### config.mk
export PLATFORM = sky130hd
export DESIGN_NAME = prescaled_mode_counter
export DESIGN_NICKNAME = d
export VERILOG_FILES = /design/src/rtl/prescaled_mode_counter.sv
export SDC_FILE = /design/constraint.sdc
export NUM_CORES = 1
export LEC_CHECK = 0
export ABC_CLOCK_PERIOD_IN_PS = 6750
export CORE_MARGIN = 1
export CORE_UTILIZATION = 61
export CTS_CLUSTER_SIZE = 8
export DETAILED_ROUTE_END_ITERATION = 8
export PLACE_DENSITY_LB_ADDON = 0.15
export SYNTH_ARGS = -nofsm -noshare
export SYNTH_HDL_FRONTEND = slang
export SYNTH_SLANG_ARGS = --single-unit
### constraint.sdc
create_clock -name CLK -period 6.75 [get_ports CLK]
set_clock_uncertainty 0.05 [all_clocks]
set_input_delay 1.6875 -clock CLK [delete_from_list [all_inputs] [get_ports CLK]]
set_output_delay 1.6875 -clock CLK [all_outputs]
set_load 0.02 [all_outputs]
### src/rtl/prescaled_mode_counter.sv
`default_nettype none
// ============================================================================
//  Module      : prescaled_mode_counter
//  Description : Free-running display counter advanced by an integrated
//                clock-enable prescaler. Supports up / down / bounce / hold
//                modes, a synchronous load and registered tick/wrap pulses.
//                Optional build macro GRAY_OUT_EN presents count_value in
//                Gray code; internal arithmetic and load_value stay binary.
//  Revision    : 1.0  initial release
// ============================================================================
module prescaled_mode_counter #(
    parameter int WIDTH = 4,        // count width in bits (>=2)
    parameter int DIV   = 2097152,  // clock cycles per count step (>=1)
    parameter int DIV_W = 21        // prescaler width, 2**DIV_W >= DIV
) (
    input  logic             CLK,
    input  logic             RST_N,
    input  logic             EN_step,
    input  logic [1:0]       mode,
    input  logic             EN_load,
    input  logic [WIDTH-1:0] load_value,
    output logic [WIDTH-1:0] count_value,
    output logic             RDY_count_value,
    output logic             tick,
    output logic             wrap
);

    localparam logic [DIV_W-1:0] C_PSC_LAST   = DIV_W'(DIV - 1);
    localparam logic [WIDTH-1:0] C_CNT_MAX    = '1;
    localparam logic [WIDTH-1:0] C_CNT_ONE    = {{(WIDTH-1){1'b0}}, 1'b1};
    localparam logic [1:0]       C_MODE_UP    = 2'b00;
    localparam logic [1:0]       C_MODE_DOWN  = 2'b01;
    localparam logic [1:0]       C_MODE_BOUNCE= 2'b10;
    localparam logic             C_DIR_UP     = 1'b0;
    localparam logic             C_DIR_DOWN   = 1'b1;

    logic [DIV_W-1:0] psc_q, psc_d;
    logic [WIDTH-1:0] count_q, count_d;
    logic             dir_q, dir_d;
    logic             tick_q;
    logic             wrap_q, wrap_d;
    logic             rdy_q;
    logic             step_w;

    // Prescaler: counts enabled cycles and flags a step on the last one of each DIV group
    always_comb begin
        psc_d  = psc_q;
        step_w = 1'b0;
        if (EN_step) begin
            if (psc_q == C_PSC_LAST) begin
                psc_d  = '0;
                step_w = 1'b1;
            end else begin
                psc_d  = psc_q + 1'b1;
            end
        end
    end

    // Count/direction next state; a load discards any coincident step
    always_comb begin
        count_d = count_q;
        dir_d   = dir_q;
        wrap_d  = 1'b0;
        if (EN_load) begin
            count_d = load_value;
        end else if (step_w) begin
            case (mode)
                C_MODE_UP: begin
                    count_d = count_q + 1'b1;
                    wrap_d  = (count_q == C_CNT_MAX);
                end
                C_MODE_DOWN: begin
                    count_d = count_q - 1'b1;
                    wrap_d  = (count_q == '0);
                end
                C_MODE_BOUNCE: begin
                    // Reversal moves one step away from the endpoint so the count never dwells there
                    if (dir_q == C_DIR_UP) begin
                        if (count_q == C_CNT_MAX) begin
                            count_d = C_CNT_MAX - 1'b1;
                            dir_d   = C_DIR_DOWN;
                            wrap_d  = 1'b1;
                        end else begin
                            count_d = count_q + 1'b1;
                        end
                    end else begin
                        if (count_q == '0) begin
                            count_d = C_CNT_ONE;
                            dir_d   = C_DIR_UP;
                            wrap_d  = 1'b1;
                        end else begin
                            count_d = count_q - 1'b1;
                        end
                    end
                end
                default: begin
                    count_d = count_q;
                end
            endcase
        end
    end

    // State registers with asynchronous active-low reset
    always_ff @(posedge CLK or negedge RST_N) begin
        if (!RST_N) begin
            psc_q   <= '0;
            count_q <= '0;
            dir_q   <= C_DIR_UP;
            tick_q  <= 1'b0;
            wrap_q  <= 1'b0;
            rdy_q   <= 1'b0;
        end else begin
            psc_q   <= psc_d;
            count_q <= count_d;
            dir_q   <= dir_d;
            tick_q  <= step_w;
            wrap_q  <= wrap_d;
            rdy_q   <= 1'b1;
        end
    end

`ifdef GRAY_OUT_EN
    assign count_value = count_q ^ (count_q >> 1);
`else
    assign count_value = count_q;
`endif

    assign tick            = tick_q;
    assign wrap            = wrap_q;
    assign RDY_count_value = rdy_q;

endmodule
`default_nettype wire

Yosys cells after proc, flatten, opt, wreduce, memory -nomap -nowiden
Index checks and enable logic that the tools add are counted.
Widths: inputs -> output; s select.
- word-level logic and storage cells: 37
- input port bits: 10
- output and inout bits: 7
- bits in registers: 29
- equality and inequality tests: 4
- reductions and logical operators: 6
- bitwise logic cells: 1
- add/sub/neg operators: 3
- muxes and demuxes: 17
- operator list (operator ; count):
    $add 21x1->21 const B ; 1
    $eq 21x21->1 const B ; 1
    $mux 21 ; 1
    $mux 4 ; 5
    $pmux 4 s3 ; 1
    $mux 1 ; 9
    $add 4x1->4 const B ; 1
    $eq 4x4->1 const B ; 1
    $logic_not 4->1 ; 1
    $reduce_bool 4->1 ; 1
    $sub 4x1->4 const B ; 1
    $pmux 1 s3 ; 1
    $reduce_and 3->1 ; 1
    $eq 2x1->1 const B ; 1
    $eq 2x2->1 const B ; 1
    $logic_not 2->1 ; 1
    $reduce_and 2->1 ; 1
    $reduce_bool 2->1 ; 1
    $not 1->1 ; 1

Longest topological paths before layout
Gate-level depths: netlist of run 1.
- depth after elaboration: 6
- mapped depth: 8

Worst setup path before layout of run 1
Ideal clock, no wire load.
- path type: input-to-reg
- from: in EN_step
- to: reg count_q[1] (netlist: count_value[1])
- buffers on the path: 1
- stages: 6
- library setup time: 131 ps
- path slack: 3338 ps
- data arrival time: 3231 ps
- path through: nand2_1 > or4_4 > or3_1 > buf_6 > a2111oi_4 > o31ai_1
- word-level cells in the longest chain between the ends: 3
- RTL lines (item ; RTL line ; RTL):
    start, declared ; 18 ; input logic EN_step,
    $mux 1 ; 49 ; if (EN_step) begin
    $reduce_bool 2->1 (no line) ; -- ;
    $reduce_and 2->1 (no line) ; -- ;
    end signal, assigned ; 114 ; count_q <= count_d;
    end, declared ; 38 ; logic [WIDTH-1:0] count_q, count_d;
No other way between the ends.
A chain may end at the register's enable or synchronous reset.

Worst setup path after layout of run 1
Ends and elaborated chain as after synthesis.

==> results of run 1 <==
[stage by stage]
step	utilization (%)	std cells	power, uW	instance area [um2]
final	71.9	239	391	1970
after floorplan	-	190	267	1740
after global routing	71.9	239	414	1970
after CTS	71.9	239	394	1970
after detailed placement	70.0	231	296	1910
after global placement	70.0	231	291	1910
[Yosys cell counts (6+ instances only)]
master	n	area, um2
nor2_1	18	67.6
o21ai_0	12	60.1
nand2_1	21	78.8
ha_1	8	100
dfrtp_1	29	726
and3_1	6	37.5
xnor2_1	8	70.1
clkbuf_1	6	22.5
xor2_1	10	87.6
inv_1	10	37.5
nand3_1	14	70.1
[critical path: cells and delay by family]
family                 cells  cell delay, ns
AND/OR/NAND/NOR            3            1.26
buffers and inverters      1            0.58
AO/OA/AOI/OAI              2            0.46
[placed cells by master (no fill, tap or decap), types with 2 or more instances in the layout]
cell type         n
o21ai_0          12
o31ai_1           2
o221ai_1          2
clkinv_2          2
inv_1            10
and3_1            6
a21boi_0          2
dfrtp_1          29
nand3_1          14
nor4_1            3
nor2_1           18
clkbuf_4          5
nand4_1           3
ha_1              8
xnor2_1           8
mux2i_1           2
a21oi_1           4
clkdlybuf4s50_1  16
a31oi_1           3
nor3_1            4
xor2_1           10
nand2b_1          4
nand2_1          21
[sequential cells by signal, summed over array words and instances (netlist names)]
name and flops:
tick 1, dir_q 1, RDY_count_value 1, wrap 1, psc_q 21, count_value 4
[final cells by class]
| cell class | instances | area, um2 | area share [%] |
|---|---|---|---|
| tap | 31 | 38.8 | 1.97 |
| inverter | 11 | 41.3 | 2.10 |
| multi-input combinational | 143 | 941 | 47.9 |
| clock buffer | 6 | 41.3 | 2.10 |
| sequential | 29 | 726 | 36.9 |
| timing repair buffer | 17 | 168 | 8.53 |
| clock inverter | 2 | 10.0 | 0.509 |
[per-layer routing]
| metal | part of all wire (%) | routed length, um | vias up |
|---|---|---|---|
| met3 | 3.9 | 134 | 4 |
| met5 | 0 | 0 | - |
| met2 | 47 | 1590 | 36 |
| met1 | 48 | 1650 | 694 |
| li1 | - | - | 701 |
| met4 | 1.1 | 36 | 0 |
[power breakdown]
part           switching [uW]  total [uW]  leakage, uW  internal, uW
clock                    58.5        98.1    0.0000320          39.6
sequential               26.4         218     0.000385           191
combinational            40.5        75.3     0.000461          34.8
[kinds of logic (layout without fill, tap and decap cells)]
| kind of cell | after synthesis | in the layout | synth area share, % |
|---|---|---|---|
| AOI/OAI and AO/OA | 35 | 35 | 14.5 |
| xor gates and xnor gates | 18 | 18 | 9.05 |
| adders and majority gates | 8 | 8 | 5.75 |
| buffers and inverters | 18 | 36 | 4.31 |
| DFF | 29 | 29 | 41.7 |
| muxes | 2 | 2 | 1.15 |
| other | 1 | 1 | 0.215 |
| and+or+nand+nor | 79 | 79 | 23.3 |
[path summary, 6_finish.rpt]
check                           slack, ns  cells after the start                   from                         end
worst max-delay path                 2.91                      6                EN_step  count_value[1]$_DFFE_PN0P_
worst min-delay path                 0.43                      1  psc_q[18]$_DFFE_PN0P_       psc_q[18]$_DFFE_PN0P_
worst max register to register       4.30                      6   psc_q[0]$_DFFE_PN0P_  count_value[1]$_DFFE_PN0P_
worst min register to register       0.43                      1  psc_q[18]$_DFFE_PN0P_       psc_q[18]$_DFFE_PN0P_
max in group asynchronous            4.70                      2                  RST_N       psc_q[12]$_DFFE_PN0P_
min in group asynchronous            1.69                      2                  RST_N       psc_q[15]$_DFFE_PN0P_
==> flow_metrics.py, run 1 <==
metrics = {
    "global_route": {
        "grt.met3_usage_pct": 5.62,
        "grt-ovfl-total": 0,
        "grt_use_total_pct": 25.6,
        "antenna_found_initial": 0,
        "grt_max_degree": 30,
        "grt_pass1_wl_um": 6270,
        "met2_usage_pct": 39.4,
        "met1_usage_pct": 36.2,
        "grt.busiest_layer": "met2",
        "first_global_vias": 1361,
    },
    "synth": {
        "ys_async_sr_fraction_pct": 100,
        "synth_area_um2": 1740,
        "syn_inst": 190,
        "synth-seq-area-share_pct": 41.7,
        "syn_nets": 208,
        "yosysUniqueCellTypes": 40,
        "synthFlopType": "dfrtp_1",
        "ys_seq_elements": 29,
        "synth-edff-count": 0,
        "syn_avg_cell_area_um2": 9.17,
        "yosysWarnings": 0,
    },
    "run_status": {
        "outcome": "finished, final reports clean",
    },
    "clock_tree": {
        "cts_tree": "done",
        "clk_pin_slew_worst_paths_ns": 0.09,
        "cts_max_level": 2,
        "cts-root-buf": "clkbuf_4",
        "clockBufferDepth": 2,
        "post-cts-setup-buffers": 0,
        "holdBufCountCts": 0,
        "cts_resized": 0,
        "numCtsBuffers": 5,
        "clk_latency_ns": 0.31,
        "clkSinkCount": 29,
    },
    "placement": {
        "port_buffers": 16,
        "place.gp.congestion": 0.868,
        "dp_hpwl_um": 2500,
        "pre_cts_slack_ns": 2.59,
    },
    "power": {
        "power_leakage_uw": 0.000878,
        "powerDensity_nw_per_um2": 199,
        "ir_worst_vdd_v": 0.000171,
    },
    "die": {
        "die_h_um": 55.4,
        "rows": 19,
        "start_util_pct": 63.7,
        "die_area_um2": 3070,
        "coreArea_um2": 2730,
        "io_pins": 17,
        "fp.dieW_um": 55.4,
    },
    "critical_path": {
        "crit_arrival_ns": 3.99,
        "worst_setup_path_start_kind": "input port",
        "cp_cell_sequence": "clkdlybuf4s50_1 -> nand2_1 -> or4_4 -> or3_1 -> a2111oi_4 -> o31ai_1",
        "cp.required_ns": 6.89,
        "endpoint_kind": "flop",
        "crit_fanout": 7,
        "critical_path.max_stage_delay_ns": 0.58,
        "crit_type": "input port to flop",
        "critical-path-slowest-cell": "clkdlybuf4s50_1",
    },
    "finish": {
        "antenna_cells": 0,
        "nFillCells": 207,
        "syn_to_final_growth_pct": 12.9,
        "layout.nets": 225,
        "drive_gt1_share_pct": 7.21,
    },
    "run": {
        "maxCapViolCount": 0,
    },
    "timing": {
        "fin_crit_ns": 3.84,
        "hold_slack_ns": 0.428,
        "tightest_slew_ns": 1.09,
        "rsz0062_at_grt": "no",
        "slew_headroom_pct": 26.5,
        "fin_tns_setup_ns": 0,
        "finalSetupViolCount": 0,
        "max_freq_mhz": 260,
        "fin_crit_sh_pct": 56.9,
        "setup_slack_ns": 2.91,
        "final-max-slew-violation-count": 0,
        "finalHoldViolations": 0,
    },
    "drt": {
        "vias": 1435,
        "drt_pre_antenna_iters": 4,
        "avgRoutedWirePerCell_um": 14.3,
        "drt_wl_total_um": 3410,
        "drc": 0,
        "vias_per_cell": 6.00,
        "first_iter_violations": 116,
        "ant_nets": 0,
    },
    "min_path": {
        "hold_class": "flop to flop",
    },
}
(Power assumes the default switching activity.)
==> run 2, diff against run 1 <==
--- a/config.mk
+++ b/config.mk
@@ -5,9 +5,9 @@
 export SDC_FILE = /design/constraint.sdc
 export NUM_CORES = 1
 export LEC_CHECK = 0
-export ABC_CLOCK_PERIOD_IN_PS = 6750
+export ABC_CLOCK_PERIOD_IN_PS = 3900
 export CORE_MARGIN = 1
-export CORE_UTILIZATION = 61
+export CORE_UTILIZATION = 56
 export CTS_CLUSTER_SIZE = 8
 export DETAILED_ROUTE_END_ITERATION = 8
 export PLACE_DENSITY_LB_ADDON = 0.15
==> constraint.sdc (replaced) <==
create_clock -name CLK -period 3.9 [get_ports CLK]
set_clock_uncertainty 0.05 [all_clocks]
set_input_delay 0.975 -clock CLK [delete_from_list [all_inputs] [get_ports CLK]]
set_output_delay 0.975 -clock CLK [all_outputs]
set_load 0.02 [all_outputs]
==> run 2 against run 1 <==
The flow now finishes with violations (design-rule violations). Worst setup slack got worse by 2.1 ns. Largest cell class unchanged. Core utilization decreased by 1.5 points. Final cell count increased by 0.42%.
==> flow_metrics.py, run 2 (synthesized netlist as in run 1, its figures left out) <==
metrics = {
    "clock_tree": {
        "clkSinkCount": 29,
        "cts_tree": "done",
        "clk_pin_slew_worst_paths_ns": 0.10,
        "clk_latency_ns": 0.34,
        "numCtsBuffers": 5,
        "post-cts-setup-buffers": 0,
        "clockBufferDepth": 2,
        "cts_max_level": 2,
        "cts-root-buf": "clkbuf_4",
        "cts_resized": 0,
        "holdBufCountCts": 0,
    },
    "power": {
        "switching_share_pct": 29.6,
        "power.total_uw": 773,
        "powerDensity_nw_per_um2": 385,
        "switchingPower_uw": 229,
        "p_clk_share_pct": 34.0,
        "power.internal_uw": 544,
        "power_leakage_uw": 0.000897,
        "ir_worst_vdd_v": 0.000306,
        "comb_power_share_pct": 17.3,
        "seq_power_share_pct": 48.6,
    },
    "finish": {
        "largest_register_ffs": 21,
        "regMostFlops": "psc_q",
        "drive_gt1_share_pct": 7.66,
        "layout.nets": 226,
        "final_cell_mix": "29 x dfrtp_1, 21 x nand2_1, 18 x nor2_1",
        "final_common_cell": "dfrtp_1",
        "syn_to_final_growth_pct": 15.2,
        "antenna_cells": 0,
        "final_util_pct": 70.4,
        "final_cell_count_no_fill": 240,
    },
    "critical_path": {
        "critical_path.max_stage_delay_ns": 0.58,
        "critPathBufInv": 1,
        "crit_type": "input port to flop",
        "endpoint_kind": "flop",
        "cp_cell_sequence": "clkdlybuf4s50_1 -> nand2_1 -> or4_4 -> or3_1 -> a2111oi_4 -> o31ai_1",
        "worst_setup_path_start_kind": "input port",
        "crit_arrival_ns": 3.26,
        "ff2ff_path_depth": 6,
        "cp.required_ns": 4.06,
        "cp_num_cells": 6,
        "crit_fanout": 7,
        "critical-path-slowest-cell": "clkdlybuf4s50_1",
        "crit_family": "simple AND/OR/NAND/NOR gates",
    },
    "run_status": {
        "violations": "design-rule violations",
        "outcome": "finished with violations",
    },
    "run": {
        "maxCapViolCount": 0,
    },
    "global_route": {
        "antenna_found_initial": 0,
        "grt_max_degree": 30,
        "grt-ovfl-total": 0,
        "grt_pass1_wl_um": 6130,
        "grt_use_total_pct": 24.6,
        "first_global_vias": 1339,
    },
    "timing": {
        "slew_headroom_pct": 55.4,
        "max_freq_mhz": 322,
        "fin_tns_setup_ns": 0,
        "fin_crit_ns": 3.10,
        "finalHoldViolations": 0,
        "finalSetupViolCount": 0,
        "final-max-slew-violation-count": 0,
        "setup_slack_ns": 0.797,
        "tightest_slew_ns": 0.663,
        "fin_crit_sh_pct": 79.6,
        "rsz0062_at_grt": "no",
    },
    "drt": {
        "vias_per_cell": 5.93,
        "avgRoutedWirePerCell_um": 15.3,
        "drt_wl_total_um": 3680,
        "vias": 1424,
        "ant_nets": 0,
        "first_iter_violations": 146,
        "drc": 1,
        "drt_pre_antenna_iters": 6,
    },
    "placement": {
        "place.gp.congestion": 0.820,
        "pre_cts_slack_ns": 0.449,
        "port_buffers": 16,
        "dp_hpwl_um": 2660,
        "dpl.cell_count": 232,
    },
    "die": {
        "fp.dieW_um": 57.8,
        "io_pins": 17,
        "die_h_um": 57.8,
        "die_area_um2": 3340,
        "coreArea_um2": 2850,
        "start_util_pct": 61.1,
        "rows": 19,
    },
    "min_path": {
        "hold_depth": 1,
        "hold_class": "flop to flop",
    },
}
run 2: metal layers:
metal	GRT usage [%]	share of wire [%]	vias up
li1	-	-	697
met2	39.5	49	31
met5	0	0	-
met1	33.0	45	691
met3	6.47	5.2	5
met4	7.14	1.1	0
run 2: metrics by stage:
stage / cell area [um2] / hold WS, ns
final: 2010 / 0.425
after detailed placement: 1920 / 0.414
after CTS: 2010 / 0.430
after global placement: 1920 / 0.408
after global routing: 2010 / 0.444
after floorplan: 1740 / 0.385
run 2: worst register-to-register path, stage by stage, from the launching register on:
cell,delay [ns]
dfrtp_1,0.42
ha_1,0.19
nand2_1,0.13
or4_4,0.58
or3_1,0.51
a2111oi_4,0.36
o31ai_1,0.09
run 2: layout make-up:
cell class              count  area, um2
flip-flops and latches     29        726
fillers                   216        846
inverters                  11       41.3
multi-input cells         143        941
clock inverters             1       30.0
clock buffers               7       55.1
repair buffers             18        175
well taps                  31       38.8
run 2: path summary, 6_finish.rpt:
kind	startpoint	to	slack [ns]
worst max-delay path	EN_step	count_value[1]$_DFFE_PN0P_	0.80
worst min register to register	psc_q[10]$_DFFE_PN0P_	psc_q[10]$_DFFE_PN0P_	0.42
max in group asynchronous	RST_N	psc_q[18]$_DFFE_PN0P_	2.55
worst min-delay path	psc_q[10]$_DFFE_PN0P_	psc_q[10]$_DFFE_PN0P_	0.42
min in group asynchronous	RST_N	count_value[2]$_DFFE_PN0P_	0.96
worst max register to register	psc_q[0]$_DFFE_PN0P_	count_value[1]$_DFFE_PN0P_	1.45
run 2: power by group through the flow:
stage               Sequential [uW]  Combinational [uW]  Clock (uW)
CTS                             375                 134         269
floorplan                       374                88.4           0
global placement                378                 125           0
global route                    381                 149         279
finish                          376                 134         263
detailed placement              381                 133           0
==> patch: new RTL, flow settings as in run 2 <==
Add a define of `GRAY_OUT_EN`.
--- a/src/rtl/prescaled_mode_counter.sv
+++ b/src/rtl/prescaled_mode_counter.sv
@@ -8,6 +8,8 @@
 //                Gray code; internal arithmetic and load_value stay binary.
 //  Revision    : 1.0  initial release
 // ============================================================================
+`define GRAY_OUT_EN
+
 module prescaled_mode_counter #(
     parameter int WIDTH = 4,        // count width in bits (>=2)
     parameter int DIV   = 2097152,  // clock cycles per count step (>=1)
Function: changed (a bounded check fails within 4 cycles, from zero or initial values and one cycle with RST_N low).
==> patch against run 2 <==
- routed wire length is 12% lower
- combinational power is 7% higher
- worst setup slack better by 0.20 ns
- cell area is 2.4% lower
- sequential cell count stayed put
- via count is 9.1% lower
- global-route usage is 2.6 points lower
- clock power is 36% lower
- synthesized area is 1.1% lower
- first-iteration DRC count is 76% lower
- total power is 12% lower
- critical path depth is 3 lower
==> patch: results (changes against run 2) <==
layout cell share with drive strength beyond 1 - 0.0758 (-0.000797)
reg2reg end - count_q[2]$_DFFE_PN0P_
DR pass1 iterations - 4 (-2)
synth top area cells - dfrtp_1 (42%), ha_1 (9.4%), xor2_1 (6.1%)
grt met1 use - 0.279 (-0.0510)
Seq/Total Area, Yosys - 0.422 (+0.00484)
Hold EP - psc_q[20]$_DFFE_PN0P_
worst-path maximum fanout - 8 (+1)
pre-CTS setup slack - 0.899 ns (+0.451 ns)
Cell Int Power - 0.465 mW (-15%)
Routability Congestion - 0.850 (+3.6%)
global-route wire length before repair - 5.55 mm (-9.4%)
vias in the first global route - 1282 (-4.3%)
worst vdd ir - 0.297 mV (-3.1%)
Netlist cell types - 38 (-5.0%)
DR WL/cell - 14.1 microns (-7.9%)
grt met3 use - 0.0544 (-0.0103)
Min-Delay Startpoint - psc_q[20]$_DFFE_PN0P_
1st-iter DRT viols - 35 (-76%)
post-synth net total - 199 (-4.3%)
Final nets - 220 (-2.7%)
synth cell count leaders - dfrtp_1 (29), nand2_1 (17), nor2_1 (15)
status - finished clean
clock insertion delay at the later pin of the skew report - 0.32 ns (-0.02 ns)
hpwl dp - 2.36 mm (-11%)
GRT Util Overall - 0.220 (-0.0258)
patch: cells by family after synthesis:
group,synth area share
buffers and inverters,0.0407
and+or+nand+nor,0.205
AOI/OAI and AO/OA,0.107
muxes,0.0124
DFF,0.422
other,0.00218
adders and majority gates,0.0945
xor gates and xnor gates,0.117
patch: layout make-up:
cell class | instances | share of cell area
clock buffers | 6 | 0.0211
flip-flops and latches | 29 | 0.371
clock inverters | 2 | 0.00511
inverters | 11 | 0.0211
repair buffers | 18 | 0.0895
well taps | 31 | 0.0198
multi-input cells | 132 | 0.473
patch: power by group through the flow:
stage	Clock (mW)	Combinational [mW]	Sequential, mW
6_report	0.168	0.144	0.369
3_5_place_dp	0	0.143	0.375
3_3_place_gp	0	0.138	0.373
4_1_cts	0.173	0.144	0.370
5_1_grt	0.189	0.159	0.375
2_1_floorplan	0	0.0977	0.369
patch: metrics by stage:
step	utilization	cell area [sq um]	instances
global route	0.692	1960	229
floorplan	-	1720	176
CTS	0.692	1960	229
finish	0.692	1960	229
global placement	0.674	1910	221
detailed placement	0.674	1910	221
patch: worst max-delay path by stage:
stage                                       from                endpoint  slack, ns  depth (start not counted)
after floorplan                          EN_step  count_q[3]$_DFFE_PN0P_       1.72                          5
after global placement                   EN_step  count_q[2]$_DFFE_PN0P_       0.93                          6
after detailed placement                 EN_step  count_q[2]$_DFFE_PN0P_       0.90                          6
after CTS                 count_q[2]$_DFFE_PN0P_          count_value[2]       0.99                          3
after global routing      count_q[2]$_DFFE_PN0P_          count_value[2]       0.91                          3
final                     count_q[2]$_DFFE_PN0P_          count_value[2]       0.99                          3
patch: metal layers:
layer,part of all wire,wire (microns)
met4,0.011,36
met5,0,0
met3,0.039,127
met2,0.45,1460
met1,0.50,1610
